**config.mk**
```make
export PLATFORM = sky130hd
export DESIGN_NAME = irq_request_capture
export DESIGN_NICKNAME = d
export VERILOG_FILES = /design/src/rtl/irq_request_capture.sv
export SDC_FILE = /design/constraint.sdc
export NUM_CORES = 1
export LEC_CHECK = 0
export CORE_UTILIZATION = 45
export CTS_CLUSTER_SIZE = 24
export DETAILED_ROUTE_END_ITERATION = 8
export PLACE_DENSITY = 0.73
export RECOVER_POWER = 100
export SLEW_MARGIN = 15
export SYNTH_ARGS = -nofsm -noshare
export SYNTH_HDL_FRONTEND = slang
export SYNTH_SLANG_ARGS = --single-unit
```
**constraint.sdc**
```tcl
create_clock -name clk -period 4 [get_ports clk]
set_input_delay 1 -clock clk [delete_from_list [all_inputs] [get_ports clk]]
set_output_delay 1 -clock clk [all_outputs]
set_load 0.01 [all_outputs]
```
**src/rtl/irq_request_capture.sv**
```systemverilog
// Interrupt request front end: synchronises raw requests, latches them as pending bits,
// feeds a priority encoder and presents the winner through a valid/ack handshake.
module irq_request_capture #(
  parameter int unsigned SYNC_STAGES = 2,
  parameter int unsigned EDGE_MODE   = 1,
  parameter int unsigned TIMEOUT_CYC = 255
) (
  input  logic       clk,
  input  logic       rst_n,
  input  logic [3:0] req_in,
  input  logic [3:0] mask,
  input  logic [1:0] enc_code,
  output logic [3:0] pend_vis,
  output logic       irq_valid,
  output logic [1:0] irq_id,
  input  logic       irq_ack,
  output logic       timeout,
  output logic [3:0] ovf,
  input  logic [3:0] ovf_clr,
  output logic       busy
);

  localparam int unsigned NSRC  = 4;
  localparam int unsigned CNT_W = (TIMEOUT_CYC > 2) ? $clog2(TIMEOUT_CYC) : 1;
  localparam logic [CNT_W-1:0] CNT_LAST =
    CNT_W'((TIMEOUT_CYC == 0) ? 0 : TIMEOUT_CYC - 1);

  typedef enum logic [1:0] {
    IDLE = 2'd0,
    BUSY = 2'd1,
    DONE = 2'd2
  } state_t;

  state_t                              state_q, state_d;
  logic [SYNC_STAGES-1:0][NSRC-1:0]    sync_q;
  logic [NSRC-1:0]                     sync_prev_q;
  logic [NSRC-1:0]                     synced;
  logic [NSRC-1:0]                     rise;
  logic [NSRC-1:0]                     set_vec;
  logic [NSRC-1:0]                     clr_vec;
  logic [NSRC-1:0]                     ovf_set;
  logic [NSRC-1:0]                     pending_q;
  logic [NSRC-1:0]                     ovf_q;
  logic [1:0]                          irq_id_q, irq_id_d;
  logic [CNT_W-1:0]                    cnt_q, cnt_d;
  logic                                ack_take;

  assign synced   = sync_q[SYNC_STAGES-1];
  assign rise     = synced & ~sync_prev_q;
  assign set_vec  = (EDGE_MODE != 0) ? rise : synced;
  assign ack_take = (state_q == BUSY) && irq_ack;
  assign clr_vec  = ack_take ? (NSRC'(1) << irq_id_q) : '0;
  assign ovf_set  = (EDGE_MODE != 0) ? (pending_q & rise) : '0;

  assign pend_vis  = pending_q & ~mask;
  assign irq_valid = (state_q == BUSY);
  assign busy      = (state_q != IDLE);
  assign irq_id    = irq_id_q;
  assign ovf       = ovf_q;

  // Synchroniser chains plus previous-value flop for edge detection
  always_ff @(posedge clk or negedge rst_n) begin
    if (!rst_n) begin
      sync_q      <= '0;
      sync_prev_q <= '0;
    end else begin
      sync_q      <= {sync_q[SYNC_STAGES-2:0], req_in};
      sync_prev_q <= synced;
    end
  end

  // Pending and overflow bits; a new event wins over a same-cycle clear
  always_ff @(posedge clk or negedge rst_n) begin
    if (!rst_n) begin
      pending_q <= '0;
      ovf_q     <= '0;
    end else begin
      pending_q <= (pending_q & ~clr_vec) | set_vec;
      ovf_q     <= (ovf_q & ~ovf_clr) | ovf_set;
    end
  end

  always_ff @(posedge clk or negedge rst_n) begin
    if (!rst_n) begin
      state_q  <= IDLE;
      irq_id_q <= '0;
      cnt_q    <= '0;
    end else begin
      state_q  <= state_d;
      irq_id_q <= irq_id_d;
      cnt_q    <= cnt_d;
    end
  end

  // Presentation FSM; the timeout pulse is suppressed by a same-cycle ack
  always_comb begin
    state_d  = state_q;
    irq_id_d = irq_id_q;
    cnt_d    = cnt_q;
    timeout  = 1'b0;
    case (state_q)
      IDLE: begin
        if (|pend_vis) begin
          state_d  = BUSY;
          irq_id_d = enc_code;
          cnt_d    = '0;
        end
      end
      BUSY: begin
        if (irq_ack) begin
          state_d = DONE;
        end else if ((TIMEOUT_CYC != 0) && (cnt_q == CNT_LAST)) begin
          timeout = 1'b1;
          state_d = DONE;
        end else if (TIMEOUT_CYC != 0) begin
          cnt_d = cnt_q + CNT_W'(1);
        end
      end
      DONE:    state_d = IDLE;
      default: state_d = IDLE;
    endcase
  end

endmodule

```
==> impl_metrics.json <==
{
  "path_common_cell": "dlygate4sd3_1",
  "fp-row-count": 19,
  "required_ns": 3.00,
  "hp-class": "flip-flop to flip-flop",
  "final_nets": 168,
  "drc": 0,
  "synthToLayoutAreaGrowth_pct": 29.1,
  "yosys.area.top_type_share": 0.609,
  "yosys-top-cells-area": "dfrtp_1, o21ai_0, inv_1",
  "grt_use_total": 0.188,
  "path_clk_slew_ns": 0.09,
  "yosys.cell_count.top_type": "dfrtp_1",
  "fp.coreArea_sq_mm": 0.00276,
  "avgViaCountPerCell": 5.25,
  "ant_nets": 0,
  "postCtsSetupBuffers": 0,
  "power_density_mw_per_mm2": 581,
  "syn_area_sq_mm": 0.00132,
  "routabilityCongestion": 0.768,
  "path_buf_inv": 2,
  "critical_path_class": "primary input to primary output",
  "cp-end-kind": "primary output",
  "hpwl_mm": 1.85,
  "finalHoldViolations": 0,
  "max_cap_violations": 1,
  "min_period_ns": 3.62,
  "cts_made_buffers": 5,
  "leakagePower_nw": 0.740,
  "clkPwrFrac": 0.244,
  "fin_total_pwr_mw": 0.986,
  "peakVddDrop_uv": 427,
  "n_antenna_cell": 0,
  "synthesis.nets": 132,
  "worstMarginPinSlew_ns": 1.63,
  "fin_area_sq_mm": 0.00170,
  "synthArstFlopShare": 1.00,
  "grt_overflow_total": 0,
  "worst-path-max-fanout": 7,
  "synth_edf_count": 0,
  "antenna_found_initial": 0,
  "skew_ns": 0.00660,
  "worstPathArrival_ns": 2.62,
  "rsz0062_at_grt": "false",
  "routed_wl_mm": 2.47,
  "status": "complete, but fails checks",
  "timing.final.ws_setup_ns": 0.385,
  "die_x_um": 56.1,
  "cp.depth": 3,
  "setup_viol": 0,
  "placed_area_sq_mm": 0.00165,
  "pre_cts_ws_ns": 0.528,
  "path_delay_family": "buffers and inverters",
  "pwr-share-seq": 0.453,
  "yosys.area.top_type": "dfrtp_1",
  "die_area_sq_mm": 0.00314,
  "htree_num_levels": 2,
  "num_vias": 950,
  "totalNegativeSetupSlack_ns": 0,
  "dp_cells": 173,
  "grt_pass1_wl_mm": 4.46,
  "layout.cells.non_filler": 181,
  "clock.fmax_ghz": 0.277,
  "ys_seq_area_frac": 0.609,
  "synthFlopType": "dfrtp_1",
  "fin_crit_sh": 0.904,
  "initial_core_util": 0.477,
  "power_switching_mw": 0.325,
  "port_buffers": 29,
  "grt_pass1_vias": 989,
  "max_stage_delay_ns": 0.65,
  "startpoint_type": "primary input",
  "drt_iter0_drc": 33,
  "synthDistinctLibCells": 30,
  "p_int_mw": 0.662,
  "cp_cell_sequence": "dlygate4sd3_1 > nor4_1 > dlygate4sd3_1",
  "synth_commonest_cells": "dfrtp_1, o21ai_0, inv_1",
  "cts_tree": "yes",
  "hold_buffers": 0,
  "num_io_pins": 30,
  "cts_buffer_depth": 2,
  "yosysWarnings": 0,
  "clk_latency_ns": 0.33,
  "hold_slack_ns": 0.361,
  "die_y_um": 56.1,
  "clock_sinks": 32,
  "grt_max_degree": 33,
  "synth-seq-cells": 32,
  "swShare": 0.329,
  "r2r_cells": 4,
  "slowest_stage": "dlygate4sd3_1",
  "utilization": 0.616,
  "pwr-share-comb": 0.303,
  "wire_per_inst_um": 13.7,
  "violations": "capacitance limit, slew limit",
  "cts.repair.resized": 0,
  "layout-drive-gt1-share": 0.0800,
  "root_buffer": "clkbuf_4",
  "hold_depth": 0,
  "avgSynthCellArea_sq_um": 11.6,
  "synth_cells": 113,
  "slew_violations": 33,
  "timing.slew.headroom": -0.0838,
  "drt_first_pass_iters": 4
}
state kept, by name, indices dropped and copies added (netlist names):
signal and count:
pending_q 4, cnt_q 8, state_q 2, ovf 4, synced 4, sync_q 4, irq_id 2, sync_prev_q 4
cell usage in the layout (no fill, tap or decap), types with 2 or more instances in the layout:
master,n
mux2_1,3
dfrtp_1,32
clkbuf_4,5
dlygate4sd3_1,24
nor2b_1,5
nand3b_1,2
o21ai_0,10
a21o_1,2
nand3_1,6
a21oi_1,4
nor2_1,7
inv_1,9
clkdlybuf4s50_1,5
nand2_1,7
nand4_1,2
a41oi_1,2
o21a_1,2
a31oi_1,4
ha_1,2
layer usage:
| layer | global-route usage | routed length, um | part of all wire |
|---|---|---|---|
| met1 | 0.222 | 1060 | 0.43 |
| met2 | 0.316 | 1290 | 0.52 |
| met3 | 0.0698 | 107 | 0.043 |
| met4 | 0.0627 | 16 | 0.0065 |
| met5 | 0 | 0 | 0 |
layout make-up:
| cell class | count | area, sq um |
|---|---|---|
| fillers | 214 | 1060 |
| flip-flops and latches | 32 | 801 |
| multi-input cells | 70 | 447 |
| repair buffers | 30 | 294 |
| clock inverters | 3 | 42.5 |
| well taps | 31 | 38.8 |
| clock buffers | 5 | 37.5 |
| inverters | 10 | 37.5 |
cell families after synthesis:
kind of cell    Yosys count  synth area share
compound gates           29             0.152
flops                    32             0.609
mux                       3            0.0257
fa+ha+maj                 2            0.0190
simple gates             36             0.163
buf+inv                  11            0.0314
worst paths after layout:
path                         startpoint         to  slack, ns
max                             irq_ack    timeout       0.38
min                           sync_q[1]  synced[1]       0.36
max reg2reg                pending_q[2]   cnt_q[1]       1.67
min reg2reg                   sync_q[1]  synced[1]       0.36
max in group asynchronous         rst_n  irq_id[0]       1.46
min in group asynchronous         rst_n     ovf[0]       1.60
power groups by stage:
stage	combinational, mW	sequential (mW)	clock [mW]
detailed placement	0.341	0.455	0
floorplan	0.197	0.444	0
global route	0.334	0.459	0.263
CTS	0.342	0.449	0.248
finish	0.299	0.447	0.241
global placement	0.333	0.451	0
(Power assumes the default switching activity.)
